--- src/rtl/dev_bridge_pkg.sv ---
// Shared definitions for the CPU-to-device bus bridge: FSM states, address map defaults,
// timer register offsets and the decoder result type.
package dev_bridge_pkg;

    typedef enum logic [1:0] {
        ST_IDLE = 2'd0,
        ST_ACC  = 2'd1,
        ST_RESP = 2'd2
    } state_t;

    localparam logic [31:0] DEV_BASE_DEF   = 32'h0000_7F00;
    localparam logic [31:0] DEV_STRIDE_DEF = 32'h0000_0010;

    // Word offsets of the timer registers inside a device window
    localparam logic [1:0] TMR_CTRL   = 2'd0;
    localparam logic [1:0] TMR_PRESET = 2'd1;
    localparam logic [1:0] TMR_COUNT  = 2'd2;

    typedef struct packed {
        logic       hit;
        logic       misaligned;
        logic [2:0] idx;
    } dec_t;

    function automatic logic dec_fault(input dec_t d);
        return !d.hit || d.misaligned;
    endfunction

endpackage

--- src/rtl/dev_addr_decode.sv ---
// Combinational device-window decoder: byte address -> {hit, misaligned, window index}.
// Kept standalone so other bus initiators can share the same address map.
module dev_addr_decode
    import dev_bridge_pkg::*;
#(
    parameter int          NDEV       = 2,
    parameter logic [31:0] DEV_BASE   = DEV_BASE_DEF,
    parameter logic [31:0] DEV_STRIDE = DEV_STRIDE_DEF
) (
    input  logic [31:0] addr,
    output dec_t        dec
);

    logic [31:0] off;
    logic [31:0] widx;

    // NOTE: every variable of a combinational block is assigned on every path, so no latch is inferred.
    always_comb begin
        off            = addr - DEV_BASE;
        widx           = off / DEV_STRIDE;
        dec.hit        = (addr >= DEV_BASE) && (widx < NDEV);
        dec.misaligned = (addr[1:0] != 2'b00);
        dec.idx        = widx[2:0];
    end

endmodule

--- src/rtl/dev_bridge.sv ---
// CPU-side initiator for the peripheral bus: one word access at a time in three cycles
// (IDLE accept, ACC strobe/capture, RESP ready), plus the registered HWINT vector for CP0.
module dev_bridge
    import dev_bridge_pkg::*;
#(
    parameter int          NDEV       = 2,
    parameter logic [31:0] DEV_BASE   = DEV_BASE_DEF,
    parameter logic [31:0] DEV_STRIDE = DEV_STRIDE_DEF
) (
    input  logic                 CLK_I,
    input  logic                 RST_I,
    input  logic                 cpu_req,
    input  logic                 cpu_we,
    input  logic [31:0]          cpu_addr,
    input  logic [31:0]          cpu_wdata,
    output logic                 cpu_ready,
    output logic [31:0]          cpu_rdata,
    output logic                 cpu_err,
    output logic [1:0]           DEV_ADD_O,
    output logic [31:0]          DEV_DAT_O,
    output logic [NDEV-1:0]      DEV_WE_O,
    input  logic [32*NDEV-1:0]   DEV_DAT_I,
    input  logic [NDEV-1:0]      DEV_IRQ_I,
    output logic [5:0]           HWINT
);

    state_t      state;
    logic        we_q;
    logic        fault_q;
    logic [2:0]  idx_q;
    dec_t        dec;
    logic [31:0] sel_rdata;
    logic [5:0]  irq_vec;

    dev_addr_decode #(
        .NDEV       (NDEV),
        .DEV_BASE   (DEV_BASE),
        .DEV_STRIDE (DEV_STRIDE)
    ) u_decode (
        .addr (cpu_addr),
        .dec  (dec)
    );

    always_comb begin
        sel_rdata = '0;
        for (int i = 0; i < NDEV; i++) begin
            if (idx_q == 3'(i)) sel_rdata = DEV_DAT_I[32*i +: 32];
        end
    end

    always_comb begin
        irq_vec             = '0;
        irq_vec[NDEV-1:0]   = DEV_IRQ_I;
    end

    // Level passthrough with one flop of latency; deliberately unaware of the FSM
    always_ff @(posedge CLK_I or posedge RST_I) begin
        if (RST_I) HWINT <= '0;
        else       HWINT <= irq_vec;
    end

    // NOTE: sequential state uses non-blocking assignments so every flop samples pre-edge values.
    always_ff @(posedge CLK_I or posedge RST_I) begin
        if (RST_I) begin
            state     <= ST_IDLE;
            we_q      <= 1'b0;
            fault_q   <= 1'b0;
            idx_q     <= '0;
            cpu_ready <= 1'b0;
            cpu_rdata <= '0;
            cpu_err   <= 1'b0;
            DEV_ADD_O <= '0;
            DEV_DAT_O <= '0;
            DEV_WE_O  <= '0;
        end else begin
            case (state)
                ST_IDLE: begin
                    if (cpu_req) begin
                        we_q      <= cpu_we;
                        fault_q   <= dec_fault(dec);
                        idx_q     <= dec.idx;
                        DEV_ADD_O <= cpu_addr[3:2];
                        DEV_DAT_O <= cpu_wdata;
                        // Strobe is registered here so it is high for exactly the ACC cycle
                        DEV_WE_O  <= (cpu_we && !dec_fault(dec)) ? (NDEV'(1) << dec.idx) : '0;
                        state     <= ST_ACC;
                    end
                end
                ST_ACC: begin
                    DEV_WE_O  <= '0;
                    cpu_rdata <= (we_q || fault_q) ? '0 : sel_rdata;
                    cpu_err   <= fault_q;
                    cpu_ready <= 1'b1;
                    state     <= ST_RESP;
                end
                ST_RESP: begin
                    cpu_ready <= 1'b0;
                    cpu_err   <= 1'b0;
                    state     <= ST_IDLE;
                end
                default: state <= ST_IDLE;
            endcase
        end
    end

endmodule

--- config.mk ---
export PLATFORM = sky130hd
export DESIGN_NAME = dev_bridge
export DESIGN_NICKNAME = d
export VERILOG_FILES = /design/src/rtl/dev_bridge_pkg.sv /design/src/rtl/dev_addr_decode.sv /design/src/rtl/dev_bridge.sv
export SDC_FILE = /design/constraint.sdc
export NUM_CORES = 1
export LEC_CHECK = 0
export CAP_MARGIN = 0
export CORE_ASPECT_RATIO = 0.9
export CORE_MARGIN = 1
export CORE_UTILIZATION = 25
export CTS_BUF_LIST = sky130_fd_sc_hd__clkbuf_2
export DETAILED_ROUTE_END_ITERATION = 10
export MAX_ROUTING_LAYER = met4
export PLACE_DENSITY = 0.62
export SLEW_MARGIN = 20
export SYNTH_ARGS = -nofsm -noshare
export SYNTH_HDL_FRONTEND = slang
export SYNTH_SLANG_ARGS = --single-unit
--- constraint.sdc ---
create_clock -name CLK_I -period 4.14 [get_ports CLK_I]
set_clock_uncertainty 0.2 [all_clocks]
set_input_delay 0.414 -clock CLK_I [delete_from_list [all_inputs] [get_ports CLK_I]]
set_output_delay 0.414 -clock CLK_I [all_outputs]
set_load 0.05 [all_outputs]
After elaboration in Yosys (flattened, before gate mapping)
Index checks and enable logic that the tools add are counted.
{ "word_totals": {"regBits": 79, "in_bits": 134, "out_inout_bits": 76, "word_cells": 42} }
{ "classes": {"add_sub_neg": 1, "n_lt_le_gt_ge": 2, "eq_ne": 4, "n_shift": 1, "muxes": 10, "n_reduce_logical": 13} }
{ "ops": {"columns": ["op", "count"], "rows": [
  ["2-to-1 mux 32 bit", 3],
  [">= comparator 32 x 15 -> 1 bit (second input constant)", 1],
  ["subtractor 32 x 15 -> 32 bit (second input constant)", 1],
  ["less-than comparator 28 x 2 -> 1 bit (second input constant)", 1],
  ["one-hot mux 2 bit (2 select lines)", 2],
  ["2-to-1 mux 2 bit", 3],
  ["nonzero test 2 bit", 3],
  ["one-hot mux 1 bit (2 select lines)", 2],
  ["AND reduction 2 bit", 2],
  ["== test 3 x 1 -> 1 bit (second input constant)", 1],
  ["zero test 3 bit", 1],
  ["<< shifter 1 x 3 -> 2 bit (first input constant)", 1],
  ["== test 2 x 1 -> 1 bit (second input constant)", 1],
  ["== test 2 bit (second input constant)", 1],
  ["logical AND 1 bit", 2],
  ["zero test 1 bit", 2],
  ["zero test 2 bit", 1],
  ["logical OR 1 bit", 2],
  ["inequality test 2 bit (second input constant)", 1]
]} }

Logic depth before layout (Yosys ltp)
{ "logic_depth": {"word_depth": 10, "ltp_mapped": 7, "depth_no_buf": 6} }

Hierarchy
A second synthesis with hierarchy kept.
{ "unflattened": {"hier_cells": 275, "area_unflattened_um2": 3535.9} }
{ "by_module_without_submodules": {"columns": ["mod", "instances", "cells_each", "area_per_inst_um2", "seq_area_each_um2"], "rows": [
  ["dev_bridge", 1, 262, 3412.0, 1976.9],
  ["dev_addr_decode", 1, 13, 123.9, 0.0]
]} }

Least setup slack after synthesis
Ideal clock, no wire load.
{ "synth_path": {"path_kind": "in2reg", "start": "input port cpu_addr[27]", "end": "register fault_q", "setup_ns": 0.125, "arrival_time_ns": 1.564, "required_ns": 3.815, "setup_slack_ns": 2.251, "cell_stages": 4, "path_buffers": 0, "cell_sequence": "nor4_1 -> nand4_1 -> or4_4 -> mux2_2"} }
{ "synth_via": {"elab_chain_len": 5, "word_cells_on_any_way": 6, "classes_between": "add/sub: 1; order compare: 2; reduce/logical: 3"} }
{ "synth_rtl": {"columns": ["element", "line_no", "source"], "rows": [
  ["start: declaration", "dev_bridge.sv:14", "input logic [31:0] cpu_addr,"],
  ["subtractor 32 x 15 -> 32 bit", "dev_addr_decode.sv:19", "off = addr - DEV_BASE;"],
  ["less-than comparator 28 x 2 -> 1 bit", "dev_addr_decode.sv:21", "dec.hit = (addr >= DEV_BASE) && (widx < NDEV);"],
  ["logical AND 1 bit (*)", "dev_addr_decode.sv:21", null],
  ["zero test 1 bit (*)", "dev_bridge_pkg.sv:26", "return !d.hit || d.misaligned;"],
  ["logical OR 1 bit (*)", "dev_bridge_pkg.sv:26", null],
  ["end signal: assignment", "dev_bridge.sv:80", "fault_q <= dec_fault(dec);"],
  ["end: declaration", "dev_bridge.sv:29", "logic fault_q;"]
]} }
Every way passes the cells marked *; elsewhere a longest branch is shown, timed or not.
A chain may end at the register's enable or synchronous reset.

Worst setup path in the final report
{ "layout_path": {"start": "register DEV_DAT_O[6]", "end": "output port DEV_DAT_O[6]"} }
{ "layout_rtl": {"columns": ["element", "line_no", "source"], "rows": [
  ["start: declaration", "dev_bridge.sv:20", "output logic [31:0] DEV_DAT_O,"],
  ["start signal: assignment", "dev_bridge.sv:83", "DEV_DAT_O <= cpu_wdata;"]
]} }
No word-level cell between the ends.

==> key figures <==
Power
  • Lkg Pwr: 2.235 nW
  • Sequential power share: 0.329
  • Power Dens Cells: 586.0 nW/µm²
  • P_int: 0.001881 W
  • Peak VDD IR: 0.4410 mV
  • Net Switching: 0.001445 W
  • Pwr Total: 0.003326 W
  • Sw Ratio: 0.4345
  • Gate power share: 0.537
  • Clock power frac: 0.134

Finish
  • Share of cells above drive strength 1: 0.1343
  • Final instance area: 5675 µm²
  • Ant diodes: 0
  • P&R area growth vs syn: 70.40%
  • Final core occ: 0.4422
  • Commonest non-fill, non-tap cell in the layout: clkdlybuf4s50_1
  • Total Nets Final: around 600
  • Most frequent cells in the layout: 205 x clkdlybuf4s50_1, 79 x dfrtp_1, 39 x mux2_2, 37 x inv_1

Setup path
  • Req. time, crit path: around 3.5 ns
  • CP Class: reg2out
  • Critical-path maximum fanout: 2
  • Worst R2R End: DEV_WE_O[1]$_DFFE_PP0P_
  • R2R cell count: 6
  • CP Capture Type: output pin
  • Critical path arrival: between 1.5 and 2 ns
  • Worst path cell trace: clkdlybuf4s50_1
  • Startpoint Class: register
  • Setup slack, reg-to-reg: 1.94 ns
  • Buffers and inverters on the worst path: 1
  • Worst-path cell with the longest stage delay: clkdlybuf4s50_1
  • CP delay by family, top: buffers and inverters
  • Critical path's largest stage delay: 0.82 ns
  • R2r startpoint: state[0]$_DFFE_PP0P_

STA
  • Worst slew margin: 0.3511
  • Final Setup Violations: 0
  • Final Critical Period: 2.352 ns
  • Fin. max-slew vios: 0
  • Final setup TNS: 0 ns
  • Slew at the pin closest to its max-slew limit: 0.9699 ns
  • Final Hold Vio Count: 0
  • F_max: 0.4251 GHz
  • RSZ-0062 raised after global routing: false
  • Final period utilization: 0.5682

Die
  • Rows: 39
  • I/O pins: 210
  • Die Wd: 123.7 µm
  • Die Span Y: roughly 110 µm
  • Area of the core: between 10000 and 15000 µm²
  • Initial core utilization: 0.2595
  • Die area: 13790 µm²

Clocking
  • Clock latency on the worst-skew pair: 0.50 ns
  • Post-CTS sizing: 0
  • # hold bufs at CTS: 0
  • Clock Pin Slew Worst Setup and Hold Paths: between 0.2 and 0.25 ns
  • Max Buffers Root-to-Sink: 2
  • CTS sink cnt: between 70 and 80
  • Root Driver: clkbuf_2
  • CTS Buf Count: 9
  • H-tree depth: 3
  • CTS tree: built
  • Post-CTS Setup Inserts: 0

Global route
  • First-pass GRT wire length: 14810 µm
  • Antenna violations before repair: 0
  • Vias in the first global route: roughly 3000
  • Total gr overflow: 0
  • Largest net degree at the start of global routing: 50
  • Tot GR Track Use: 0.1437

Synthesis
  • Yosys reg bits: around 80
  • Syn avg cell area: 11.98 µm²
  • Syn Std Cell Area: approximately 3300 µm²
  • Synth Instances: roughly 280
  • Sequential-to-total area share from yosys stat: 0.5935
  • Distinct cells, synth: 24
  • Ys Warns: 0

Placement
  • Post-DP HPWL: 7097 µm
  • Placer Congestion: between 0.7 and 0.8
  • Port Buf Inserts: approximately 200
  • Placed inst area: between 5000 and 6000 µm²

Detailed routing
  • Antenna Violating Nets Remaining: 0
  • Vias post-DR: 2879
  • Total iterations of the first detailed-routing run: 4
  • Final WL: 9287 µm
  • Initial drt markers: 52
  • Via/cell ratio: 4.443
  • DRC viols: 0
  • WL/cell: 14.33 µm

Job
  • Number of max-cap violations: 0

Status
  • Outcome: finished clean

Hold path
  • HP Class: in2async
## power by group through the flow
stage	sequential (W)	clock [W]	combinational [W]
final	0.00109	0.000445	0.00179
after global routing	0.00112	0.000503	0.00189
after CTS	0.00110	0.000478	0.00181
after detailed placement	0.00111	0	0.00181
after global placement	0.00110	0	0.00179
after floorplan	0.00173	0	0.000532
## layout make-up
| cell class | instances | area (µm²) |
|---|---|---|
| clock buffers | 10 | 50.05 |
| clock inverters | 5 | 73.82 |
| fillers | 1200 | 7158 |
| inverters | 38 | 143.9 |
| multi-input cells | 143 | 1144 |
| flip-flops and latches | 79 | 1977 |
| well taps | 164 | 205.2 |
| repair buffers | 209 | 2082 |
## Yosys cell counts
cell type  number  share of area
dfrtp_1        79           0.59
mux2_2         39           0.13
inv_1          38          0.043
a22oi_1        32          0.072
o22ai_1        32          0.060
clkbuf_1       10          0.011
buf_1           7         0.0079
nor2_1          6         0.0068
nand2_1         5         0.0056
buf_4           4         0.0090
o21ai_0         4         0.0060
ha_1            3          0.011
nand4_1         3         0.0056
nand3_1         2         0.0030
nor3_1          2         0.0030
nor3b_1         2         0.0045
nor4_1          2         0.0038
nor4_2          2         0.0075
a21boi_0        1         0.0023
conb_1          1         0.0011
mux2i_1         1         0.0030
nand3b_1        1         0.0023
o31ai_1         1         0.0023
or4_4           1         0.0034
## cells by family (layout without fill, tap and decap cells)
logic type | after synthesis | count (layout) | share of synthesized area
other | 1 | 4 | 0.001126
buffers and inverters | 59 | 262 | 0.07100
AND/OR/NAND/NOR | 26 | 26 | 0.04545
adder cells (fa/ha/maj) | 3 | 3 | 0.01127
flip-flops | 79 | 79 | 0.5935
AO/OA/AOI/OAI | 70 | 70 | 0.1428
multiplexers | 40 | 40 | 0.1349
## stage by stage
stage | std cells | hold slack (ns) | worst slack [ns]
4_1_cts | 648 | 0.04447 | 1.693
2_1_floorplan | 281 | 0.2454 | 1.503
3_5_place_dp | 633 | 0.2747 | 1.664
6_report | 648 | 0.1308 | 1.788
5_1_grt | 648 | 0.02300 | 1.646
3_3_place_gp | 633 | 0.2886 | 1.722
## registers in the layout (all words and copies together), names as in the netlist
name and cells:
DEV_ADD_O 2, DEV_DAT_O 32, DEV_WE_O 2, HWINT 2, cpu_err 1, cpu_rdata 32, cpu_ready 1, fault_q 1
idx_q 3, state 2, we_q 1
## per-layer routing
metal | up-vias | global-route usage | share of wire
met2 | 109 | 0.2467 | 0.51
met5 | - | - | 0
met4 | 0 | 0.04096 | 0.011
li1 | 1388 | - | -
met3 | 9 | 0.03842 | 0.068
met1 | 1373 | 0.1617 | 0.41
## how the worst max path moves through the flow
stage | from | end | slack (ns) | cells past startpoint
final | DEV_DAT_O[6]$_DFFE_PP0P_ | DEV_DAT_O[6] | 1.79 | 1
after global routing | cpu_err$_DFFE_PP0P_ | cpu_err | 1.65 | 1
after CTS | DEV_WE_O[0]$_DFFE_PP0P_ | DEV_WE_O[0] | 1.69 | 1
after detailed placement | cpu_req | DEV_WE_O[1]$_DFFE_PP0P_ | 1.66 | 5
after global placement | cpu_addr[23] | fault_q$_DFFE_PP0P_ | 1.72 | 5
after floorplan | RST_I | DEV_ADD_O[0]$_DFFE_PP0P_ | 1.50 | 1
No activity file was read; power rests on OpenSTA's default activity.
==> patch 1: new RTL, same flow settings <==
`NDEV` is set to 2 in 2 places; all go to 1.
--- a/src/rtl/dev_addr_decode.sv
+++ b/src/rtl/dev_addr_decode.sv
@@ -3,7 +3,7 @@
 module dev_addr_decode
     import dev_bridge_pkg::*;
 #(
-    parameter int          NDEV       = 2,
+    parameter int          NDEV       = 1,
     parameter logic [31:0] DEV_BASE   = DEV_BASE_DEF,
     parameter logic [31:0] DEV_STRIDE = DEV_STRIDE_DEF
 ) (
--- a/src/rtl/dev_bridge.sv
+++ b/src/rtl/dev_bridge.sv
@@ -3,7 +3,7 @@
 module dev_bridge
     import dev_bridge_pkg::*;
 #(
-    parameter int          NDEV       = 2,
+    parameter int          NDEV       = 1,
     parameter logic [31:0] DEV_BASE   = DEV_BASE_DEF,
     parameter logic [31:0] DEV_STRIDE = DEV_STRIDE_DEF
 ) (
Ports: changed (resized DEV_DAT_I, DEV_IRQ_I and DEV_WE_O); port bits go from 210 to 176. The function was not compared with the original's and may differ.
==> patch 1 against the original RTL <==
  * Synthesized cell count down 5.8%
  * Critical path depth unchanged
  * Design area down 11%
  * Area after synthesis down 7.6%
  * Sequential cell count shrank 2
  * Critical endpoint is now DEV_DAT_O[15]
  * Core utilization is 2.0 points lower
  * Routed wire length is 14% lower
  * Maximum frequency shrank 1.1%
  * Power is 9.3% lower
  * Worst setup slack worse by 25 ps
  * Clock power is 7.9% lower
==> patch 1: results (changes against the original RTL) <==
Worst setup path
  • Critical path destination: DEV_DAT_O[15]
  • Worst path arrival time: 1760 ps (+20 ps)
  • RR Startpoint: state[1]$_DFFE_PP0P_
  • R2R cell count: 7 (+1)
  • Setup slack, reg-to-reg: 1820 ps (-120 ps)
  • RR Endpoint: cpu_rdata[28]$_DFFE_PP0P_
  • Critical Path Start: DEV_DAT_O[15]$_DFFE_PP0P_

Layout
  • Final #Nets: 540 (-12%)

Global route
  • Global-route wire length before repair: 13100 um (-11%)
  • Largest net degree at the start of global routing: 61 (+22%)
  • Vias in the first global route: 2655 (-13%)
  • Tot GR Track Use: 0.138 (-0.00544)

Pwr
  • Total power: 3020 uW (-9.3%)
  • Comb power frac: 0.509 (-0.028)
  • Static Leak: 0.00207 uW (-7.4%)
  • Sw Pwr: 1320 uW (-8.5%)
  • Clock power share: 0.136 (+0.002)

Synthesis
  • Synth Area in Adders: 0.0122 (+0.000925)
  • Seq/Total Area, Yosys: 0.626 (+0.0325)
  • Synth unique cells: 27 (+13%)
  • Portion of netlist area occupied by mux cells: 0.142 (+0.00742)
  • Commonest cells in the netlist: dfrtp_1 (77), inv_1 (38), mux2_2 (38), nand2_1 (33), o21ai_0 (27)
  • Compound-Gate Fraction of Synth Area: 0.0650 (-0.0777)

Detailed routing
  • DR vias: 2511 (-13%)
  • DRT iter0 DRCs: 90 (+73%)
  • DRT Wirelength: 7970 um (-14%)
  • Drt wl/cell: 13.3 um (-7.5%)

Clocking
  • CTS resizes: 0 (unchanged)

Run status
  • Status: completed

Placed design
  • Hpwl dp: 5960 um (-16%)
  • Port bufs: 170 (-17%)
  • Routability congestion estimate: 0.721 (-0.33%)
  • Placed cell count: 585 (-7.6%)
  • DP Worst Slack: 1610 ps (-50.1 ps)

Timing
  • Final cycle utilization of the critical path: 0.574 (+0.00604)
  • Slew margin rel.: 0.504 (+0.153)
## patch 1: cell count changes after synthesis, moves of 3 or more
cell      delta
nand2_1     +28
clkbuf_1     -4
buf_1        -7
o22ai_1     -32
o21ai_1      +7
a22oi_1     -32
nor2_1       -3
buf_2        +4
o21ai_0     +23
## patch 1: cells by family after synthesis
logic type,count (synthesis)
buffers and inverters,53
AND/OR/NAND/NOR,51
adder cells (fa/ha/maj),3
flip-flops,77
AO/OA/AOI/OAI,38
multiplexers,39
other,1
## patch 1: cell type report
class	count	area (sq um)
Tap cell	160	200
Fill cell	1181	6950
Timing Repair Buffer	174	1740
Sequential cell	77	1930
Inverter	38	145
Clock buffer	10	50.0
Multi-Input combinational cell	136	952
Clock inverter	6	62.6
## patch 1: how the worst min path moves through the flow
stage	endpoint	startpoint	slack (ps)	cells after the start
5_1_grt	HWINT[0]$_DFF_PP0_	DEV_IRQ_I	60	1
6_report	HWINT[0]$_DFF_PP0_	DEV_IRQ_I	140	1
3_5_place_dp	DEV_DAT_O[30]$_DFFE_PP0P_	DEV_DAT_O[30]$_DFFE_PP0P_	290	1
2_1_floorplan	HWINT[0]$_DFF_PP0_	DEV_IRQ_I	250	0
4_1_cts	HWINT[0]$_DFF_PP0_	DEV_IRQ_I	70	1
3_3_place_gp	DEV_DAT_O[18]$_DFFE_PP0P_	DEV_DAT_O[18]$_DFFE_PP0P_	290	1
## patch 1: metal layers
metal	part of all wire	track usage
met5	0	-
met4	0.015	0.0488
met3	0.083	0.0519
met2	0.47	0.220
met1	0.43	0.160
## patch 1: metrics by stage
stage          cell area, sq um  hold WS (ps)
6_report                   5080           143
5_1_grt                    5080          55.5
4_1_cts                    5070          74.3
3_5_place_dp               4960           292
3_3_place_gp               4950           288
2_1_floorplan              3090           245
==> patch 2: new RTL, config.mk and constraints unchanged <==
Without the edit above. The 3 states of `state_t` get a one-hot encoding in 3 bits.
--- a/src/rtl/dev_bridge_pkg.sv
+++ b/src/rtl/dev_bridge_pkg.sv
@@ -2,10 +2,10 @@
 // timer register offsets and the decoder result type.
 package dev_bridge_pkg;
 
-    typedef enum logic [1:0] {
-        ST_IDLE = 2'd0,
-        ST_ACC  = 2'd1,
-        ST_RESP = 2'd2
+    typedef enum logic [2:0] {
+        ST_IDLE = 3'b001,
+        ST_ACC  = 3'b010,
+        ST_RESP = 3'b100
     } state_t;
 
     localparam logic [31:0] DEV_BASE_DEF   = 32'h0000_7F00;
Check against the original RTL: no difference found for any inputs over 10 cycles, from zero or initial values and one cycle with RST_I high; not proved beyond that.
==> patch 2 against the original RTL <==
  * Die area is 1.9% higher
  * Routed wire length is 2.6% higher
  * Largest power group unchanged
  * Sequential cell count is 1 higher
  * Worst setup slack worse by 37 ps
  * Power is 37% higher
  * Critical path type unchanged
  * Critical endpoint is now cpu_ready
  * Area after synthesis is 1.9% higher
  * Count of clock-buffer cells in the layout is 2 higher
  * Design area is 0.95% higher
  * The flow now finishes with violations (DRC)
  * Largest cell class unchanged
==> patch 2: results (changes against the original RTL) <==
Clocking
  • Hold_buf cts: 1 (+1)

Synthesis
  • Portion of netlist area occupied by mux cells: 0.126 (-0.00880)
  • Synth unique cells: 33 (+38%)
  • Commonest cells in the netlist: dfrtp_1 (79), mux2_2 (38), nand2_1 (35), a22oi_1 (32), o21ai_2 (24)
  • Synth Area in Adders: 0 (-0.0113)
  • Post-Synthesis Cells: 271 (-2.5%)
  • Seq/Total Area, Yosys: 0.590 (-0.00342)
  • Top cells by area, synth: dfrtp_1 (58%), mux2_2 (13%), a22oi_1 (7.1%), o21ai_2 (6.2%), nand2_1 (3.9%)

Pwr
  • Max rail drop VDD: 0.489 mV (+11%)
  • Static Leak: 0.00226 uW (+1.3%)
  • Internal Power: 2320 uW (+23%)

Worst setup path
  • RR Endpoint: cpu_rdata[31]$_DFFE_PP0P_
  • CP max stage delay: 840 ps (+20 ps)
  • RR Startpoint: state[0]$_DFFE_PP1P_
  • Setup slack, reg-to-reg: 1830 ps (-110 ps)
  • Critical Path Start: cpu_ready$_DFFE_PP0P_
  • R2R cell count: 5 (-1)
  • Worst path arrival time: 1780 ps (+40 ps)

Layout
  • Post-Route Utilization: 0.430 (-0.0119)
  • Biggest regs: DEV_DAT_O x32, cpu_rdata x32
  • Share of cells above drive strength 1: 0.190 (+0.0553)
  • Final #Nets: 609 (-1.3%)

Detailed routing
  • Post-route DRC: 22 (+22)
  • Routed vias/inst: 4.53 (+2.0%)
  • DR pass1 iterations: 7 (+3)
  • DRT Wirelength: 9530 um (+2.6%)
  • DRT iter0 DRCs: 136 (+160%)

Timing
  • Setup violations, final: 0 (unchanged)
  • Worst hold slack: 137 ps (+6.02 ps)

Placed design
  • DP Area: 0.00561 sq mm (+1.0%)
  • Routability congestion estimate: 0.705 (-2.5%)

Hold path
  • Hold Path Class: input port to flop

Run status
  • Violated checks: DRC
  • Status: complete, but fails checks

Global route
  • Vias in the first global route: 3083 (+1.0%)
  • Largest net degree at the start of global routing: 50 (unchanged)
  • Tot GR Track Use: 0.142 (-0.00175)
-- patch 2: changes by cell type after synthesis, moves of 3 or more --
cell | unedited run | this run
o22ai_1 | 32 | 1
nand2_1 | 5 | 35
buf_1 | 7 | 0
o21ai_1 | 0 | 6
ha_1 | 3 | 0
buf_2 | 0 | 5
nor2_1 | 6 | 3
inv_1 | 38 | 3
buf_6 | 0 | 4
o21ai_2 | 0 | 24
-- patch 2: routing by layer --
metal | track usage | share of wire
met1 | 0.156 | 0.40
met5 | - | 0
met2 | 0.253 | 0.52
met4 | 0.0439 | 0.013
met3 | 0.0362 | 0.069
-- patch 2: power by group through the flow --
stage	Clock [uW]	Sequential [uW]	Combinational, uW
global placement	0	1350	2780
global route	479	1400	2910
finish	418	1340	2780
floorplan	0	2510	658
CTS	447	1350	2810
detailed placement	0	1370	2810
-- patch 2: area by class of cell --
class | count | share of cell area
Clock buffer | 12 | 0.0105
Clock inverter | 4 | 0.00939
Inverter | 3 | 0.00218
Multi-Input combinational cell | 169 | 0.224
Sequential cell | 80 | 0.350
Tap cell | 168 | 0.0367
Timing Repair Buffer | 212 | 0.368
-- patch 2: kinds of logic (layout without fill, tap and decap cells) --
group	Yosys count	after routing
compound gates	72	72
buf+inv	25	231
flops	80	80
mux	38	38
other cells	1	4
simple gates	55	55
-- patch 2: worst max-delay path by stage --
| stage | slack, ps | cells after the start | to |
|---|---|---|---|
| after CTS | 1650 | 1 | cpu_ready |
| after detailed placement | 1820 | 5 | DEV_WE_O[1]$_DFFE_PP0P_ |
| after floorplan | 1480 | 1 | DEV_ADD_O[0]$_DFFE_PP0P_ |
| after global placement | 1890 | 5 | DEV_WE_O[0]$_DFFE_PP0P_ |
| final | 1750 | 1 | cpu_ready |
| after global routing | 1580 | 1 | cpu_ready |
